[config.mk]
export PLATFORM = sky130hd
export DESIGN_NAME = ysyx_24070016_idu_stage
export DESIGN_NICKNAME = d
export VERILOG_FILES = /design/src/rtl/ysyx_24070016_idu_stage.sv
export SDC_FILE = /design/constraint.sdc
export NUM_CORES = 1
export LEC_CHECK = 0
export ABC_AREA = 1
export BUFFER_PORTS_ARGS = -buffer_cell sky130_fd_sc_hd__buf_2
export CAP_MARGIN = 20
export CORE_MARGIN = 2
export CORE_UTILIZATION = 48
export CTS_CLUSTER_DIAMETER = 120
export DETAILED_ROUTE_END_ITERATION = 8
export PLACE_DENSITY = 0.8
export SLEW_MARGIN = 30
export SYNTH_ARGS = -nofsm -noshare
export SYNTH_HDL_FRONTEND = slang
export SYNTH_SLANG_ARGS = --single-unit
[constraint.sdc]
create_clock -name clk -period 9.83 [get_ports clk]
set_clock_uncertainty 0.2 [all_clocks]
set_input_delay 1.966 -clock clk [delete_from_list [all_inputs] [get_ports clk]]
set_output_delay 1.966 -clock clk [all_outputs]
set_load 0.01 [all_outputs]
[src/rtl/ysyx_24070016_idu_stage.sv]
// ysyx_24070016_idu_stage
//   RV32I decode stage: decodes the fetched instruction combinationally and
//   enqueues {regs, imm, ctrl, pc} into a DEPTH-entry FIFO. The execute side
//   pops entries through a valid/ready handshake. An entry pushed on cycle N
//   is visible on cycle N+1 at the earliest.
//
//   Optional feature: define YSYX_24070016_IDU_RV32M_EN to decode RV32M.
//   Without it, RV32M encodings are flagged illegal.
//
// Ports
//   clk, rst             clock, asynchronous active-high reset
//   flush                drop every queued entry
//   in_valid/in_ready    fetch handshake, with in_inst and in_pc
//   out_valid/out_ready  execute handshake
//   out_pc               PC of the head entry
//   out_regs             {rs1, rs2, rd}
//   out_imm              sign-extended immediate
//   out_ctrl             {rf_wen, alusrc1, alusrc2[1:0], aluop[4:0], branch[2:0],
//                         memop[2:0], memtoreg, mem_valid, mem_wren, ebreak, illegal}
//   dec_cnt              number of entries delivered (wraps)
module ysyx_24070016_idu_stage #(
    parameter int unsigned DEPTH  = 2,
    parameter int unsigned ADDR_W = 32
) (
    input  logic              clk,
    input  logic              rst,
    input  logic              flush,
    input  logic              in_valid,
    output logic              in_ready,
    input  logic [31:0]       in_inst,
    input  logic [ADDR_W-1:0] in_pc,
    output logic              out_valid,
    input  logic              out_ready,
    output logic [ADDR_W-1:0] out_pc,
    output logic [14:0]       out_regs,
    output logic [31:0]       out_imm,
    output logic [19:0]       out_ctrl,
    output logic [31:0]       dec_cnt
);

    localparam int unsigned PTR_W = (DEPTH > 1) ? $clog2(DEPTH) : 1;
    localparam int unsigned CNT_W = $clog2(DEPTH + 1);
    localparam int unsigned ENT_W = 15 + 32 + 20 + ADDR_W;
    localparam logic [CNT_W-1:0] CNT_FULL = CNT_W'(DEPTH);

    localparam logic [6:0] OPC_LUI    = 7'b0110111;
    localparam logic [6:0] OPC_AUIPC  = 7'b0010111;
    localparam logic [6:0] OPC_JAL    = 7'b1101111;
    localparam logic [6:0] OPC_JALR   = 7'b1100111;
    localparam logic [6:0] OPC_BRANCH = 7'b1100011;
    localparam logic [6:0] OPC_LOAD   = 7'b0000011;
    localparam logic [6:0] OPC_STORE  = 7'b0100011;
    localparam logic [6:0] OPC_OPIMM  = 7'b0010011;
    localparam logic [6:0] OPC_OP     = 7'b0110011;
    localparam logic [6:0] OPC_FENCE  = 7'b0001111;
    localparam logic [6:0] OPC_SYSTEM = 7'b1110011;

    localparam logic [4:0] ALU_ADD  = 5'b00000;
    localparam logic [4:0] ALU_SUB  = 5'b01000;
    localparam logic [4:0] ALU_LUI  = 5'b00011;
    localparam logic [4:0] ALU_SLT  = 5'b00010;
    localparam logic [4:0] ALU_SLTU = 5'b01010;
    localparam logic [4:0] ALU_XOR  = 5'b00100;
    localparam logic [4:0] ALU_OR   = 5'b00110;
    localparam logic [4:0] ALU_AND  = 5'b00111;
    localparam logic [4:0] ALU_SLL  = 5'b00001;
    localparam logic [4:0] ALU_SRL  = 5'b00101;
    localparam logic [4:0] ALU_SRA  = 5'b01101;

    localparam logic [31:0] INST_EBREAK = 32'h0010_0073;

    // Shared OP / OP-IMM function decode; alt selects sub/sra.
    function automatic logic [4:0] alu_of(input logic [2:0] f3, input logic alt);
        logic [4:0] r;
        case (f3)
            3'b000:  r = alt ? ALU_SUB : ALU_ADD;
            3'b001:  r = ALU_SLL;
            3'b010:  r = ALU_SLT;
            3'b011:  r = ALU_SLTU;
            3'b100:  r = ALU_XOR;
            3'b101:  r = alt ? ALU_SRA : ALU_SRL;
            3'b110:  r = ALU_OR;
            default: r = ALU_AND;
        endcase
        return r;
    endfunction

    // ---------------- decode ----------------
    logic [6:0]  opcode;
    logic [2:0]  f3;
    logic [6:0]  f7;
    logic [31:0] imm_i, imm_s, imm_b, imm_u, imm_j;

    assign opcode = in_inst[6:0];
    assign f3     = in_inst[14:12];
    assign f7     = in_inst[31:25];
    assign imm_i  = {{20{in_inst[31]}}, in_inst[31:20]};
    assign imm_s  = {{20{in_inst[31]}}, in_inst[31:25], in_inst[11:7]};
    assign imm_b  = {{19{in_inst[31]}}, in_inst[31], in_inst[7], in_inst[30:25], in_inst[11:8], 1'b0};
    assign imm_u  = {in_inst[31:12], 12'h000};
    assign imm_j  = {{11{in_inst[31]}}, in_inst[31], in_inst[19:12], in_inst[20], in_inst[30:21], 1'b0};

    logic        rf_wen, alusrc1, memtoreg, mem_valid, mem_wren, ebreak, illegal;
    logic [1:0]  alusrc2;
    logic [4:0]  aluop;
    logic [2:0]  branch, memop;
    logic [31:0] dec_imm;
    logic [19:0] dec_ctrl;

    always_comb begin
        rf_wen    = 1'b0;
        alusrc1   = 1'b0;
        alusrc2   = 2'b00;
        aluop     = ALU_ADD;
        branch    = 3'b000;
        memop     = 3'b000;
        memtoreg  = 1'b0;
        mem_valid = 1'b0;
        mem_wren  = 1'b0;
        ebreak    = 1'b0;
        illegal   = 1'b0;
        dec_imm   = '0;
        case (opcode)
            OPC_LUI: begin
                rf_wen  = 1'b1;
                alusrc2 = 2'b01;
                aluop   = ALU_LUI;
                dec_imm = imm_u;
            end
            OPC_AUIPC: begin
                rf_wen  = 1'b1;
                alusrc1 = 1'b1;
                alusrc2 = 2'b01;
                dec_imm = imm_u;
            end
            OPC_JAL: begin
                rf_wen  = 1'b1;
                alusrc1 = 1'b1;
                alusrc2 = 2'b10;
                branch  = 3'b001;
                dec_imm = imm_j;
            end
            OPC_JALR: begin
                rf_wen  = 1'b1;
                alusrc1 = 1'b1;
                alusrc2 = 2'b10;
                branch  = 3'b010;
                dec_imm = imm_i;
                illegal = (f3 != 3'b000);
            end
            OPC_BRANCH: begin
                dec_imm = imm_b;
                case (f3)
                    3'b000:  begin aluop = ALU_SUB;  branch = 3'b100; end
                    3'b001:  begin aluop = ALU_SUB;  branch = 3'b101; end
                    3'b100:  begin aluop = ALU_SLT;  branch = 3'b110; end
                    3'b101:  begin aluop = ALU_SLT;  branch = 3'b111; end
                    3'b110:  begin aluop = ALU_SLTU; branch = 3'b110; end
                    3'b111:  begin aluop = ALU_SLTU; branch = 3'b111; end
                    default: illegal = 1'b1;
                endcase
            end
            OPC_LOAD: begin
                rf_wen    = 1'b1;
                alusrc2   = 2'b01;
                memop     = f3;
                memtoreg  = 1'b1;
                mem_valid = 1'b1;
                dec_imm   = imm_i;
                illegal   = (f3 == 3'b011) || (f3 == 3'b110) || (f3 == 3'b111);
            end
            OPC_STORE: begin
                alusrc2   = 2'b01;
                memop     = f3;
                mem_valid = 1'b1;
                mem_wren  = 1'b1;
                dec_imm   = imm_s;
                illegal   = (f3 > 3'b010);
            end
            OPC_OPIMM: begin
                rf_wen  = 1'b1;
                alusrc2 = 2'b01;
                dec_imm = imm_i;
                aluop   = alu_of(f3, f3 == 3'b101 && f7 == 7'b0100000);
                if (f3 == 3'b001)
                    illegal = (f7 != 7'b0000000);
                else if (f3 == 3'b101)
                    illegal = (f7 != 7'b0000000) && (f7 != 7'b0100000);
            end
            OPC_OP: begin
                rf_wen = 1'b1;
                if (f7 == 7'b0000000)
                    aluop = alu_of(f3, 1'b0);
                else if (f7 == 7'b0100000 && (f3 == 3'b000 || f3 == 3'b101))
                    aluop = alu_of(f3, 1'b1);
`ifdef YSYX_24070016_IDU_RV32M_EN
                else if (f7 == 7'b0000001)
                    aluop = {2'b10, f3};
`endif
                else
                    illegal = 1'b1;
            end
            OPC_FENCE: begin
                dec_imm = imm_i;
                illegal = (f3 != 3'b000);
            end
            OPC_SYSTEM: begin
                dec_imm = imm_i;
                if (in_inst == INST_EBREAK) ebreak = 1'b1;
                else                        illegal = 1'b1;
            end
            default: illegal = 1'b1;
        endcase

        // Illegal entries still travel down the pipe, but carry no side effects.
        if (illegal) begin
            rf_wen    = 1'b0;
            alusrc1   = 1'b0;
            alusrc2   = 2'b00;
            aluop     = ALU_ADD;
            branch    = 3'b000;
            memop     = 3'b000;
            memtoreg  = 1'b0;
            mem_valid = 1'b0;
            mem_wren  = 1'b0;
            ebreak    = 1'b0;
        end
    end

    assign dec_ctrl = {rf_wen, alusrc1, alusrc2, aluop, branch, memop,
                       memtoreg, mem_valid, mem_wren, ebreak, illegal};

    // ---------------- queue ----------------
    logic [ENT_W-1:0] mem [DEPTH];
    logic [ENT_W-1:0] ent_in, ent_out;
    logic [PTR_W-1:0] rd_ptr, wr_ptr;
    logic [CNT_W-1:0] count;
    logic             push, pop;

    function automatic logic [PTR_W-1:0] ptr_inc(input logic [PTR_W-1:0] p);
        return (p == PTR_W'(DEPTH - 1)) ? '0 : p + 1'b1;
    endfunction

    assign ent_in    = {in_inst[19:15], in_inst[24:20], in_inst[11:7], dec_imm, dec_ctrl, in_pc};
    assign in_ready  = ~rst & ~flush & (count != CNT_FULL);
    assign out_valid = (count != '0);
    assign push      = in_valid & in_ready;
    assign pop       = out_valid & out_ready;
    assign ent_out   = mem[rd_ptr];
    assign {out_regs, out_imm, out_ctrl, out_pc} = ent_out;

    always_ff @(posedge clk or posedge rst) begin
        if (rst) begin
            count   <= '0;
            rd_ptr  <= '0;
            wr_ptr  <= '0;
            dec_cnt <= '0;
        end else begin
            if (pop)
                dec_cnt <= dec_cnt + 32'd1;
            if (flush) begin
                count  <= '0;
                rd_ptr <= '0;
                wr_ptr <= '0;
            end else begin
                if (push) wr_ptr <= ptr_inc(wr_ptr);
                if (pop)  rd_ptr <= ptr_inc(rd_ptr);
                if (push && !pop)
                    count <= count + CNT_W'(1);
                else if (pop && !push)
                    count <= count - CNT_W'(1);
            end
        end
    end

    // Storage is cleared on reset so out_* read as zero while rst is high.
    always_ff @(posedge clk or posedge rst) begin
        if (rst) begin
            for (int unsigned i = 0; i < DEPTH; i++)
                mem[i] <= '0;
        end else if (push) begin
            mem[wr_ptr] <= ent_in;
        end
    end

endmodule
; After elaboration in Yosys (flattened, before gate mapping)
; Index checks and enable logic that the tools add are counted.
[word_totals]
ff_bits = 234
in_bits = 69
out_inout_bits = 133
wordCells = 132
[classes]
addsub = 5
order_cmp = 4
eq_ne = 22
muxes = 53
bitwise = 8
reduce_logical = 34
[ops]
columns = operator, n
row1 = 99-bit 2-to-1 mux, 4
row2 = 198-bit bitwise mux, 1
row3 = 32-bit one-hot mux with 5 select lines, 1
row4 = 99-bit demux with 1-bit select, 1
row5 = 4-bit one-hot mux with 7 select lines, 3
row6 = "32-bit by 1-bit adder with 32-bit output, second input constant", 1
row7 = "32-bit by 21-bit equality test with 1-bit output, second input constant", 1
row8 = "7-bit by 6-bit equality test with 1-bit output, second input constant", 4
row9 = "7-bit equality test, second input constant", 4
row10 = 1-bit 2-to-1 mux, 25
row11 = 5-bit one-hot mux with 4 select lines, 1
row12 = 2-bit OR reduction, 9
row13 = "7-bit by 5-bit equality test with 1-bit output, second input constant", 2
row14 = "3-bit equality test, second input constant", 4
row15 = 4-bit 2-to-1 mux, 3
row16 = 3-bit one-hot mux with 4 select lines, 1
row17 = 4-bit one-hot mux with 3 select lines, 1
row18 = 5-bit 2-to-1 mux, 2
row19 = 5-bit OR reduction, 2
row20 = 3-bit 2-to-1 mux, 3
row21 = 3-bit one-hot mux with 3 select lines, 1
row22 = 2-bit 2-to-1 mux, 4
row23 = 1-bit one-hot mux with 8 select lines, 1
row24 = "7-bit by 2-bit equality test with 1-bit output, second input constant", 1
row25 = other kinds (26), 46

; Longest topological paths before layout
; Gate-level depths: netlist of run 1.
[logic_depth]
depth_word = 9
depth_mapped = 14
ltp_nobuf = 12

; Least setup slack after synthesis of run 1
; No wires, ideal clock.
[synth_timing]
kind = input-to-output
from = in rst
to = out in_ready
t_arrival_ns = 7.457
required_ns = 7.664
slack_ns = 0.207
path_stages = 3
n_path_buf = 0
path_cell_list = inv_1 nand2_1 a21oi_2
[synth_between]
elab_chain_len = 3
[synth_rtl]
columns = element, line_no
row1 = "start, declared", 26  ; input logic rst,
row2 = 1-bit NOT, 245  ; assign in_ready = ~rst & ~flush & (count != CNT_FULL);
row3 = 1-bit AND (2 in a row), 245
row4 = "end, declared", 29  ; output logic in_ready,
; Every way passes these cells.

; Final worst setup path of run 1
; Ends and elaborated chain as after synthesis.

==> results.txt, run 1 <==
The flow ran to the end, and the final reports show no timing, DRC or antenna violations. The endpoint identified for the worst register-to-register timing path is mem[108]. The floorplan step defined a die boundary enclosing ~0.025 mm^2. The minimum period implied by the final worst setup slack is 5.312 ns.

After synthesis, the netlist uses 42 different library cells. Yosys instantiated no cell more often than nand2_1. The die is between 150 and 200 um wide. The number of warnings printed during yosys synthesis came out at 0. The worst reg2reg path startpoint is count[0]. The share of power burned in the clock network came out at 31.0%.

The largest vdd supply drop is roughly 0.00016 V. The maximum number of pins on one net before global-route repair is 113. The number of enable flip-flop cells after synthesis is 0. The largest total area in the synthesized netlist belongs to dfrtp_1. Among all flip-flop cells after synthesis, the most frequent one is dfrtp_1. The number of hold-slack violations in the final timing report came out at 0. The remaining global-route overflow came out at 0. The clock net sink count came out at roughly 230. The kind of critical path is input port to output port. Routability-driven placement finished with a final weighted congestion of ~0.94. Counting both buffers and inverters, the worst setup path holds a total of 3.

The detail route stage leaves a number of antenna-violating nets equal to 0. The number of global-route vias before repair came out at 9505. The number of design rule violations left after detail routing is 0. The total number of cells along the worst setup path came out at 5. TritonCTS built the clock tree.

After clock tree synthesis, the clock-pin slew on the worst setup and hold paths is around 0.060 ns. In this run, placement finished with an instance count of slightly below 2000. The post-synthesis share of cell area spent on full adders, half adders and majority gates is 0.1110%. The part of the cycle the worst path needs came out at a little over half. The number of antenna violations at the first check in global routing was 4. The post-synthesis simple-gate area fraction is 31.29%.

The max-slew violation count came to 0. No sink is reached through more buffers than the 3 on the longest clock path. The number of buffers created by CTS is 25.

The compound-cell area share of the yosys netlist is approximately 8.1%. The worst setup path is captured at an output port. After synthesis the cells add up to between 0.01 and 0.015 mm^2. In this run the worst setup path terminates at in_ready. The proportion of power drawn by combinational gates came out at between 20% and 30%.

The number of storage elements in the synthesis netlist is ~230. The biggest cell delay along the critical path came out at between 0.5 and 0.6 ns. The initial standard-cell utilization of the core came out at about 48%. The arrival time reported for the critical path endpoint is ~3.2 ns. For this run, the number of standard cells in the final layout without fillers is about 2000. The most numerous cell on the critical path is buf_2. The post-synthesis average cell area came out at between 7 and 8 um^2.

The overall routed net length came out at approximately 30000 um. The count of cells resized by post-cts repair is 0. The number of maximum-capacitance violations came out at 0. The routed layout has 10160 vias. The layout filler cell count is between 2000 and 2500. Setup repair after global routing left no endpoint under its margin.

The data required time at the worst endpoint is 7.66 ns. The share of the synthesized area in the top cell type came out at about 52%. The relative slew slack came out at between 30% and 40%. Counting every instance in the synthesized netlist gives between 1000 and 1500.

The worst-skew pair later-pin latency came out at 0.52 ns. The cell count of the worst reg-to-reg path is 9. The number of buffers inserted for hold repair after clock tree synthesis is 0. The critical path goes through buf_2, inv_8, nand2_1, a21oi_2, buf_2. The number of optimization iterations in the first detailed-route pass came out at 5. Broken down by cell family, the worst path's largest delay share belongs to buffers and inverters. The post-route setup TNS came out at 0 ns. The tightest hold margin came out at between 0.2 and 0.3 ns. The proportion of layout cells with a drive suffix above 1 came out at ~17%. By area the synthesized netlist is led by dfrtp_1 52%, nand2_1 22%, o21ai_0 4.6%. The net switching fraction of the power came out at 32.63%. CTS built an H-tree with a depth of 1. Once the clock tree was built, the setup fixing pass inserted 0 buffers. For this run, the post-layout net count is around 1700. The internal cell power came out at slightly above 0.002 W.

The area growth from synthesis to layout came out at 17.44%. The synthesized netlist devotes 2.409% of its cell area to XOR and XNOR gates. The count of routing violations after the opening detailed-route iteration is just under 900.

After synthesis, the largest family of logic cells by area is simple AND/OR/NAND/NOR gates. By count the netlist is led by 669 x nand2_1, 232 x dfrtp_1, 104 x o21ai_0. The placement row count is between 50 and 60.

The worst-path maximum fanout is 112. The cell type of the slowest stage on the worst timing path is inv_8. The first-pass GRT wire length is around 47000 um.

The path category of the worst min-delay check is flop to flop. The cell area after placement came out at around 0.012 mm^2. The cell area power density is ~230 mW/mm^2. The final core utilization came out at 56.91%.

For the pin with the worst max-slew slack, the measured transition is around 0.93 ns. The core area came out at between 0.02 and 0.025 mm^2. The placed wire-length estimate is just under 20000 um. The cell sitting at the root of the clock tree is a clkbuf_16. The count of input and output buffers came out at 200. During I/O placement, the number of pins put on the boundary was just over 200.

The async set-or-reset flop fraction in the synthesized netlist is 100.0%. Registers are responsible for roughly 44% of the overall power. In the final layout, the multi-input gates occupy 0.004731 mm^2. The y dimension of the die came out at approximately 160 um. The most critical setup path has its startpoint at rst. The net switching power came out at about 0.00099 W. The peak clock frequency supported by timing is 188.2 MHz. Dividing the detail-routed wire length by the instance count gives between 15 and 20 um. The post-detailed-route via-to-cell ratio is slightly above 5.

The number of nets in the synthesized netlist is around 1600. Summing the sequential cell areas from Yosys gives between 50% and 60% of the chip area. Summing all flip-flop and latch instances after layout gives roughly 0.0058 mm^2. STA classifies the critical path startpoint as an input port. Setup violations remaining at the end of the flow were counted as 0. The final non-filler cell area is around 0.013 mm^2. Global routing used around a quarter of the available tracks across all layers. The mux cell area share after synthesis is 0%. The leakage power is approximately 7.4 nW. Across all register-to-register paths, the minimum setup slack is roughly 6.9 ns.
[worst register-to-register path, stage by stage, from the launching register on]
cell and delay [ns]:
dfrtp_1 0.38, inv_2 0.08, a21oi_2 0.19, nand2_2 0.16, nor2_4 0.11, buf_4 0.51
inv_4 0.38, buf_4 0.47, nand2_1 0.24, o21ai_0 0.10
[how the worst min path moves through the flow]
stage | startpoint | endpoint | slack [ns] | cells after the start
floorplan | mem[97] | mem[97] | 0.24 | 2
global placement | mem[97] | mem[97] | 0.26 | 2
detailed placement | mem[82] | mem[82] | 0.26 | 2
CTS | mem[96] | mem[96] | 0.28 | 2
global route | mem[173] | mem[173] | 0.30 | 2
finish | mem[97] | mem[97] | 0.28 | 2
[layout make-up]
class / count / area share (%)
antenna: 2 / 0.03781
timing repair buffer: 209 / 8.100
sequential: 232 / 43.88
multi-input combinational: 1074 / 35.74
clock inverter: 8 / 0.6805
inverter: 104 / 3.053
clock buffer: 36 / 5.491
tap: 319 / 3.015
[power groups by stage]
stage / sequential, W / combinational (W) / clock [W]
after global routing: 0.00137 / 0.000851 / 0.000991
after floorplan: 0.00132 / 0.000494 / 0
final: 0.00134 / 0.000748 / 0.000936
after CTS: 0.00134 / 0.000756 / 0.000955
after global placement: 0.00134 / 0.000726 / 0
after detailed placement: 0.00135 / 0.000752 / 0
[cells in the final DEF (no fill, tap or decap), types with 7 or more instances in the layout]
cell       count
dfrtp_1      231
nand2_2       10
clkbuf_16     25
nand3_1       66
buf_4          8
nor2_1        78
o21ai_1       30
inv_1         92
buf_2        200
inv_2          8
nand4_1       13
nor3_1        12
o21ai_0      104
a31oi_1       20
xor2_1        25
nand2_1      669
clkinv_2       7
a21oi_1       11
[kinds of logic after synthesis]
| group | count (synthesis) |
|---|---|
| other cells | 1 |
| fa+ha+maj | 1 |
| buf+inv | 176 |
| xor+xnor | 31 |
| flops | 232 |
| simple gates | 868 |
| compound gates | 173 |
[state kept, by name (all words and copies together), names as in the netlist]
signal	flops
count	2
dec_cnt	32
mem	196
rd_ptr	1
wr_ptr	1
[metrics by stage]
stage	total power, W	setup WS (ns)
3_3_place_gp	0.002069	4.501
3_5_place_dp	0.002104	4.447
4_1_cts	0.003049	4.438
2_1_floorplan	0.001814	0.2072
5_1_grt	0.003207	4.316
6_report	0.003024	4.518
[metal layers]
layer  part of all wire, %  GRT usage, %  vias up
met5                 0.023             0        -
met4                   2.7         6.883        2
met3                   8.0         4.901       64
met2                    46         39.26      406
met1                    43         31.97     4708
li1                      -             -     4981
No activity file was read; power rests on OpenSTA's default activity.
==> run 2, diff against run 1 <==
--- a/config.mk
+++ b/config.mk
@@ -12,7 +12,7 @@
 export CORE_UTILIZATION = 48
 export CTS_CLUSTER_DIAMETER = 120
 export DETAILED_ROUTE_END_ITERATION = 8
-export PLACE_DENSITY = 0.8
+export PLACE_DENSITY = 0.77
 export SLEW_MARGIN = 30
 export SYNTH_ARGS = -nofsm -noshare
 export SYNTH_HDL_FRONTEND = slang
==> constraint.sdc (replaced) <==
create_clock -name clk -period 5.2 [get_ports clk]
set_clock_uncertainty 0.2 [all_clocks]
set_input_delay 1.04 -clock clk [delete_from_list [all_inputs] [get_ports clk]]
set_output_delay 1.04 -clock clk [all_outputs]
set_load 0.01 [all_outputs]
==> results.txt, run 2 (same netlist as run 1, synthesis figures left out) <==
The CTS tree is yes (unchanged). The cell at the root of the clock tree was clkbuf_16 (unchanged). The clock-pin transition on the worst setup and hold timing paths came to 0.06 ns (about the same). The buffer depth of the longest clock path was 3 (unchanged).

Most frequent cells in the layout: 668 x nand2_1, 231 x dfrtp_1, 200 x buf_2 (was 669 x nand2_1, 231 x dfrtp_1, 200 x buf_2). The total number of H-tree levels was 1 (unchanged). The net total in the final layout is 1720 (was 1716). The post-detailed-route via-to-cell ratio was 5.133 (was 5.121). The full die area was 0.02473 mm^2 (unchanged).

The placement row count came to 56 (unchanged). RSZ-0062 raised after global routing: no (unchanged). The proportion of layout cells with a drive suffix above 1 came out at 17.40% (was 17.32%). Result of the run: finished clean (unchanged). The area used by sequential logic in the layout came out at 0.005809 mm^2 (unchanged). The launching element type of the critical path is a flop (was input port). The core area is 0.02326 mm^2 (unchanged).

The largest vdd supply drop was 0.0002209 V (was 0.0001611 V). The initial standard-cell utilization of the core was 48.46% (unchanged). The final core utilization came out at 57.33% (was 56.91%). Largest registers in the final layout: mem: 196 flops, dec_cnt: 32 flops, count: 2 flops (unchanged). Of the available clock period, the critical path in the final layout requires between 60% and 70%. The count of routing violations after the opening detailed-route iteration is 939 (was 867). The number of setup buffers added after CTS came out at 0 (unchanged). The floorplan die width is 157.2 um (unchanged). The max-slew violation count came out at 0 (unchanged). The layout filler cell count is 2148 (was 2147).

The count of input and output buffers came out at 200 (unchanged). The number of optimization iterations in the first detailed-route pass was 5 (unchanged). The combined global-route utilization of all metal layers came out at 24.68% (was 23.83%). The data required time at the worst endpoint came out at 3.96 ns (was 7.66 ns).

The setup-violating endpoint count in the final report came out at 0 (unchanged). The count of cells resized by post-cts repair is 0 (unchanged). The minimum period implied by the final worst setup slack came out at ~3.6 ns. The kind of critical path was flop to output port (was input port to output port). The tightest hold margin is 0.2658 ns (was 0.2753 ns). The fraction of power consumed by sequential logic was 43.0% (was 44.3%). The internal cell power came out at 0.003957 W (was 0.002037 W). The number of design rule violations left after detail routing came out at 0 (unchanged). The proportion of power drawn by combinational gates is 25.2% (was 24.7%). The peak clock frequency supported by timing is 279.3 MHz. The area growth from synthesis to layout is 18.30% (was 17.44%). The placed wire-length estimate is 19950 um (was 19750 um).

The relative slew slack came out at 42.30% (was 38.20%). The worst-path maximum fanout came out at 36 (was 112). The number of hold-slack violations in the final timing report is 0 (unchanged). The register name with the most flops was mem (unchanged). The remaining global-route overflow came out at 0 (unchanged). The overall via count from detail_route came to 10210 (was 10160). The flip-flop count of the largest register, all copies and words added is 196 (unchanged). The number of antenna violations at the first check in global routing is 3 (was 4). The path category of the worst min-delay check was flop to flop (unchanged). The capturing element type of the critical path is an output port (unchanged). The number of buffers inserted for hold repair after clock tree synthesis is 0 (unchanged).

The area of the multi-input gates is 0.004738 mm^2 (was 0.004731 mm^2). The cell area power density is 438.1 mW/mm^2 (was 228.4 mW/mm^2). The overall routed net length came out at 30430 um (was 29840 um). The net switching fraction of the power is 32.27% (was 32.63%). The transition time at the pin with the least slew margin came out at 0.8655 ns (was 0.9269 ns).

The number of maximum-capacitance violations came out at 0 (unchanged). The worst-skew pair later-pin latency is 0.52 ns (about the same). The final weighted congestion in routability-driven placement came out at 0.9558 (was 0.9364).

The first-pass GRT wire length is 49250 um (was 47430 um). The residual antenna-violating net count after detailed routing was 0 (unchanged). The leakage power is 7.468 nW (was 7.439 nW).

The number of placed I/O pins is 202 (unchanged). The maximum number of pins on one net before global-route repair came out at 167 (was 113). The detail-routed net length per standard cell came out at 15.30 um (was 15.04 um). The leading cell type in the layout, fill and taps excluded is nand2_1 (unchanged). The arrival time reported for the critical path endpoint came out at 2.34 ns (was 3.15 ns). The y dimension of the die is 157.2 um (unchanged).

The net switching power is 0.001885 W (was 0.0009866 W). The number of buffers created by CTS came to 25 (unchanged). The number of global-route vias before repair came to 9811 (was 9505). The clock net sink count came out at 232 (unchanged). The share of power burned in the clock network is 31.8% (was 31.0%).
## run 2: cell types whose count changed in the layout (fill, tap and decap cells not counted), moves of 2 or more
cell,delta
o21ai_1,+79
o21ai_0,-79
bufinv_16,+3
clkbuf_1,+4
clkinv_2,-2
buf_4,+2
clkbuf_8,-5
## run 2: path summary, 6_finish.rpt
check / startpoint / endpoint / slack [ns] / cells after the start
worst min-delay path: mem[174] / mem[174] / 0.27 / 2
worst min register to register: mem[174] / mem[174] / 0.27 / 2
worst max-delay path: rd_ptr / out_ctrl[11] / 1.62 / 5
worst max register to register: count[0] / mem[131] / 2.95 / 7
min in group asynchronous: rst / mem[127] / 0.60 / 3
max in group asynchronous: rst / mem[65] / 2.85 / 5
## run 2: per-layer routing
| layer | global-route usage (%) | wire length (um) | up-vias |
|---|---|---|---|
| met2 | 40.53 | 14190 | 342 |
| li1 | - | - | 4986 |
| met4 | 7.229 | 801 | 0 |
| met1 | 34.15 | 13520 | 4826 |
| met3 | 3.607 | 1910 | 56 |
| met5 | 0 | 0 | - |
## run 2: power by group through the flow
| stage | clock network [W] | registers [W] | logic (W) |
|---|---|---|---|
| 6_report | 0.00186 | 0.00251 | 0.00147 |
| 5_1_grt | 0.00196 | 0.00257 | 0.00166 |
| 4_1_cts | 0.00189 | 0.00251 | 0.00148 |
| 3_5_place_dp | 0 | 0.00254 | 0.00147 |
| 3_3_place_gp | 0 | 0.00252 | 0.00144 |
| 2_1_floorplan | 0 | 0.00250 | 0.000987 |
## run 2: worst max-delay path, stage by stage (launching register included)
cell,delay [ns]
dfrtp_4,0.48
inv_2,0.46
buf_4,0.50
nand2_1,0.10
nand2_1,0.12
buf_2,0.14
## run 2: through the flow
step / instance area [um^2] / cells / setup TNS, ns / total power (W) / setup WS [ns]
2_1_floorplan: 11550 / 1482 / -88.16 / 0.003483 / -0.7230
3_3_place_gp: 12450 / 1941 / 0 / 0.003960 / 2.133
3_5_place_dp: 12450 / 1941 / 0 / 0.004010 / 2.094
4_1_cts: 13300 / 1985 / 0 / 0.005882 / 1.600
5_1_grt: 13330 / 1987 / 0 / 0.006188 / 1.494
6_report: 13340 / 1989 / 0 / 0.005843 / 1.619
## run 2: cell type report
cell class | count | share of cell area (%)
Sequential cell | 232 | 43.56
Clock buffer | 35 | 5.048
Tap cell | 319 | 2.993
Clock inverter | 9 | 1.276
Multi-Input combinational cell | 1074 | 35.53
Antenna cell | 3 | 0.05630
Inverter | 104 | 3.021
Timing Repair Buffer | 213 | 8.510
==> run 3, diff against run 2 <==
--- a/config.mk
+++ b/config.mk
@@ -5,14 +5,14 @@
 export SDC_FILE = /design/constraint.sdc
 export NUM_CORES = 1
 export LEC_CHECK = 0
-export ABC_AREA = 1
+export ABC_AREA = 0
 export BUFFER_PORTS_ARGS = -buffer_cell sky130_fd_sc_hd__buf_2
 export CAP_MARGIN = 20
 export CORE_MARGIN = 2
 export CORE_UTILIZATION = 48
 export CTS_CLUSTER_DIAMETER = 120
 export DETAILED_ROUTE_END_ITERATION = 8
-export PLACE_DENSITY = 0.77
+export PLACE_DENSITY = 0.8
 export SLEW_MARGIN = 30
 export SYNTH_ARGS = -nofsm -noshare
 export SYNTH_HDL_FRONTEND = slang
==> constraint.sdc (replaced) <==
create_clock -name clk -period 2.94 [get_ports clk]
set_clock_uncertainty 0.2 [all_clocks]
set_input_delay 0.588 -clock clk [delete_from_list [all_inputs] [get_ports clk]]
set_output_delay 0.588 -clock clk [all_outputs]
set_load 0.01 [all_outputs]
==> results.txt, run 3 <==
The remaining global-route overflow came out at 0 (unchanged). The path category of the worst min-delay check is input port to flop (was flop to flop). The worst hold path stage count is 2 (unchanged). The number of setup buffers added after CTS is 0 (unchanged). The kind of critical path is flop to output port (unchanged). The capturing instance or port of the critical path is out_pc[20] (was out_ctrl[11]). The cell area power density is 634.9 mW/mm^2 (was 438.1 mW/mm^2). The most frequently used cell type in the post-synthesis netlist is dfrtp_1 (was nand2_1). The overall via count from detail_route is 7801 (was 10210). The setup-violating endpoint count in the final report came out at 0 (unchanged). The count of cells resized by post-cts repair was 0 (unchanged). The terminus of the critical flop-to-flop path is mem[36] (was mem[131]). Largest registers in the final layout: mem: 196 flops, dec_cnt: 32 flops, count: 2 flops (unchanged). The worst reg2reg path startpoint is count[1] (was count[0]). The total number of cells along the worst setup path came out at 3 (was 5). The overall routed net length came to 25470 um (was 30430 um). The number of hold-slack violations in the final timing report came out at 0 (unchanged). The post-detailed-route via-to-cell ratio came out at 5.525 (was 5.133). The launching element type of the critical path was a flop (unchanged). The buffer depth of the longest clock path was 3 (unchanged). The gate count of the mapped netlist was 927 (was 1482). The arrival time reported for the critical path endpoint came to 1.92 ns (was 2.34 ns). The count of input and output buffers came out at 200 (unchanged). The number of placed I/O pins was 202 (unchanged). The number of optimization iterations in the first detailed-route pass came to 7 (was 5). Subtracting the final worst setup slack from the clock period gives around 2.7 ns. The placement row count came out at 54 (was 56). The relative slew slack is 41.82% (was 42.30%). The placed wire-length estimate came out at 17440 um (was 19950 um). The tightest hold margin came out at 0.08928 ns (was 0.2658 ns). The peak clock frequency supported by timing is about 370 MHz. The number of design rule violations left after detail routing came out at 0 (unchanged). The number of maximum-capacitance violations came out at 0 (unchanged). Sequence of cells on the critical path: buf_4, mux2_2, buf_2 (was inv_2, buf_4, nand2_1, nand2_1, buf_2).

The leading area contributor after synthesis is dfrtp_1 (unchanged). The CTS tree is yes (unchanged). The y dimension of the die was 153.9 um (was 157.2 um). The transition time at the pin with the least slew margin came to 0.8727 ns (was 0.8655 ns).

The part of the Yosys area used for sequential elements was 53.82% (was 51.50%). The buffer and inverter count on the worst path came to 2 (was 3). The detail-routed net length per standard cell is 18.04 um (was 15.30 um). The data required time at the worst endpoint was 2.15 ns (was 3.96 ns). The floorplan die width is 153.9 um (was 157.2 um). The share of the synthesized area in the top cell type is 53.82% (was 51.50%).

Synth area leaders: dfrtp_1 54%, mux2_2 11%, mux2_1 10% (was dfrtp_1 52%, nand2_1 22%, o21ai_0 4.6%). The number of buffers inserted for hold repair after clock tree synthesis is 0 (unchanged). The core area was 0.02196 mm^2 (was 0.02326 mm^2). The register name with the most flops is mem (unchanged). The maximum number of pins on one net before global-route repair was 157 (was 167).

The initial standard-cell utilization of the core is 49.12% (was 48.46%). The worst-skew pair later-pin latency is 0.53 ns (was 0.52 ns). The biggest cell delay along the critical path was 0.42 ns (was 0.50 ns). The largest vdd supply drop is 0.0004689 V (was 0.0002209 V). The leakage power was 6.185 nW (was 7.468 nW). The post-synthesis average cell area came to 11.64 um^2 (was 7.606 um^2). The full die area is 0.02369 mm^2 (was 0.02473 mm^2).

The cell count of the worst reg-to-reg path is 6 (was 7). The category of cells accounting for the largest share of critical-path delay is buffers and inverters (unchanged). The worst path uses 92.22% of the clock period. The final weighted congestion in routability-driven placement came out at 0.8609 (was 0.9558). The residual antenna-violating net count after detailed routing came out at 0 (unchanged). The flip-flop count of the largest register, all copies and words added is 196 (unchanged).

RSZ-0062 raised after global routing: no (unchanged). The number of enable flip-flop cells after synthesis came out at 0 (unchanged). The combined area of all synthesized cells was 0.01079 mm^2 (was 0.01127 mm^2). The cell at the root of the clock tree is clkbuf_16 (unchanged).

The clock net sink count came out at 232 (unchanged). The proportion of layout cells with a drive suffix above 1 came to 33.16% (was 17.40%). The area growth from synthesis to layout came out at 20.16% (was 18.30%). Most frequent cells in the layout: 231 x dfrtp_1, 200 x buf_2, 116 x nand2_1 (was 668 x nand2_1, 231 x dfrtp_1, 200 x buf_2). The commonest register cell after synthesis is dfrtp_1 (unchanged). The count of unique library cells instantiated by Yosys came out at 55 (was 42).

The layout filler cell count is 1793 (was 2148). The leading cell type in the layout, fill and taps excluded is dfrtp_1 (was nand2_1). The number of global-route vias before repair came out at 7852 (was 9811). The number of antenna violations at the first check in global routing is 1 (was 3). Most common library cells after synthesis: 232 x dfrtp_1, 116 x nand2_1, 105 x mux2_2 (was 669 x nand2_1, 232 x dfrtp_1, 104 x o21ai_0). The slack of the worst reg-to-reg path is 0.62 ns (was 2.95 ns). The number of storage elements in the synthesis netlist is 232 (unchanged).

The number of warnings printed during yosys synthesis is 0 (unchanged). The cell type of the slowest stage on the worst timing path was dfrtp_4 (was buf_4). The first-pass GRT wire length came out at 41680 um (was 49250 um). The capturing element type of the critical path is an output port (unchanged).

The post-route setup TNS came out at 0 ns (unchanged). The worst-path maximum fanout came out at 30 (was 36). The net total in the final layout came to 1185 (was 1720). The async set-or-reset flop fraction in the synthesized netlist was 100.0% (unchanged).

The clock-pin transition on the worst setup and hold timing paths is 0.06 ns (about the same). The critical path launch point is rd_ptr (unchanged). The number of buffers created by CTS came out at 26 (was 25). The max-slew violation count came to 0 (unchanged). Result of the run: finished clean (unchanged). The total number of H-tree levels is 1 (unchanged).

The combined global-route utilization of all metal layers was 21.74% (was 24.68%). The count of routing violations after the opening detailed-route iteration is 459 (was 939). The post-synthesis net count came out at 997 (was 1552).
[run 3: cell types whose count changed in the layout (fill, tap and decap cells not counted), moves of 11 or more]
cell     delta
a21oi_1    +17
xnor2_1    +17
nand3_1    -49
nor2_1     -53
a31oi_1    -17
xor2_1     -14
mux2_1    +100
inv_1      -89
nand2_2    -11
nand2_1   -552
o21ai_1    -37
mux2_2    +105
[run 3: logic make-up (layout without fill, tap and decap cells)]
logic type / Yosys count / after routing / share of synthesized area [%]
AO/OA/AOI/OAI: 157 / 157 / 8.398
XOR/XNOR: 34 / 34 / 2.761
adder cells (fa/ha/maj): 1 / 1 / 0.1160
buffers and inverters: 63 / 267 / 2.668
flip-flops: 232 / 232 / 53.82
multiplexers: 207 / 207 / 21.59
other: 1 / 2 / 0.03477
AND/OR/NAND/NOR: 232 / 232 / 10.61
[run 3: area by class of cell]
cell class / instances / area, um^2 / share of cell area [%]
timing repair buffer: 219 / 1222 / 9.431
clock buffer: 37 / 721.9 / 5.570
antenna: 1 / 2.502 / 0.01931
multi-input combinational: 632 / 4706 / 36.31
clock inverter: 7 / 130.1 / 1.004
sequential: 232 / 5809 / 44.82
tap: 280 / 350.3 / 2.703
inverter: 4 / 18.77 / 0.1448
[run 3: worst min path at each step]
stage,to,slack [ns],from
CTS,rd_ptr,0.06,flush
global route,rd_ptr,0.07,flush
finish,rd_ptr,0.09,flush
global placement,mem[48],0.26,mem[48]
detailed placement,mem[42],0.26,mem[42]
floorplan,mem[42],0.24,mem[42]
[run 3: per-stage QoR]
| step | cell area, um^2 | total power, W | utilization (%) | worst slack, ns | instances |
|---|---|---|---|---|---|
| after floorplan | 10790 | 0.004577 | - | -2.236 | 927 |
| after CTS | 12950 | 0.008344 | 59.00 | 0.1895 | 1411 |
| after detailed placement | 12100 | 0.005078 | 55.12 | 0.1722 | 1367 |
| after global routing | 12960 | 0.008612 | 59.01 | 0.1560 | 1411 |
| final | 12960 | 0.008229 | 59.03 | 0.2288 | 1412 |
| after global placement | 12100 | 0.005014 | 55.12 | 0.2464 | 1367 |
[run 3: where the power goes]
part	total, W	switching [W]	internal (W)
sequential	0.00377	0.000199	0.00358
combinational	0.00123	0.000629	0.000601
clock	0.00323	0.00126	0.00197
total	0.00823	0.00208	0.00614
[run 3: metal layers]
metal | part of all wire, % | vias up | GRT usage [%]
met2 | 47 | 252 | 34.98
li1 | - | 3656 | -
met3 | 7.2 | 55 | 5.468
met4 | 2.8 | 2 | 6.854
met1 | 43 | 3836 | 29.20
met5 | 0.027 | - | 0
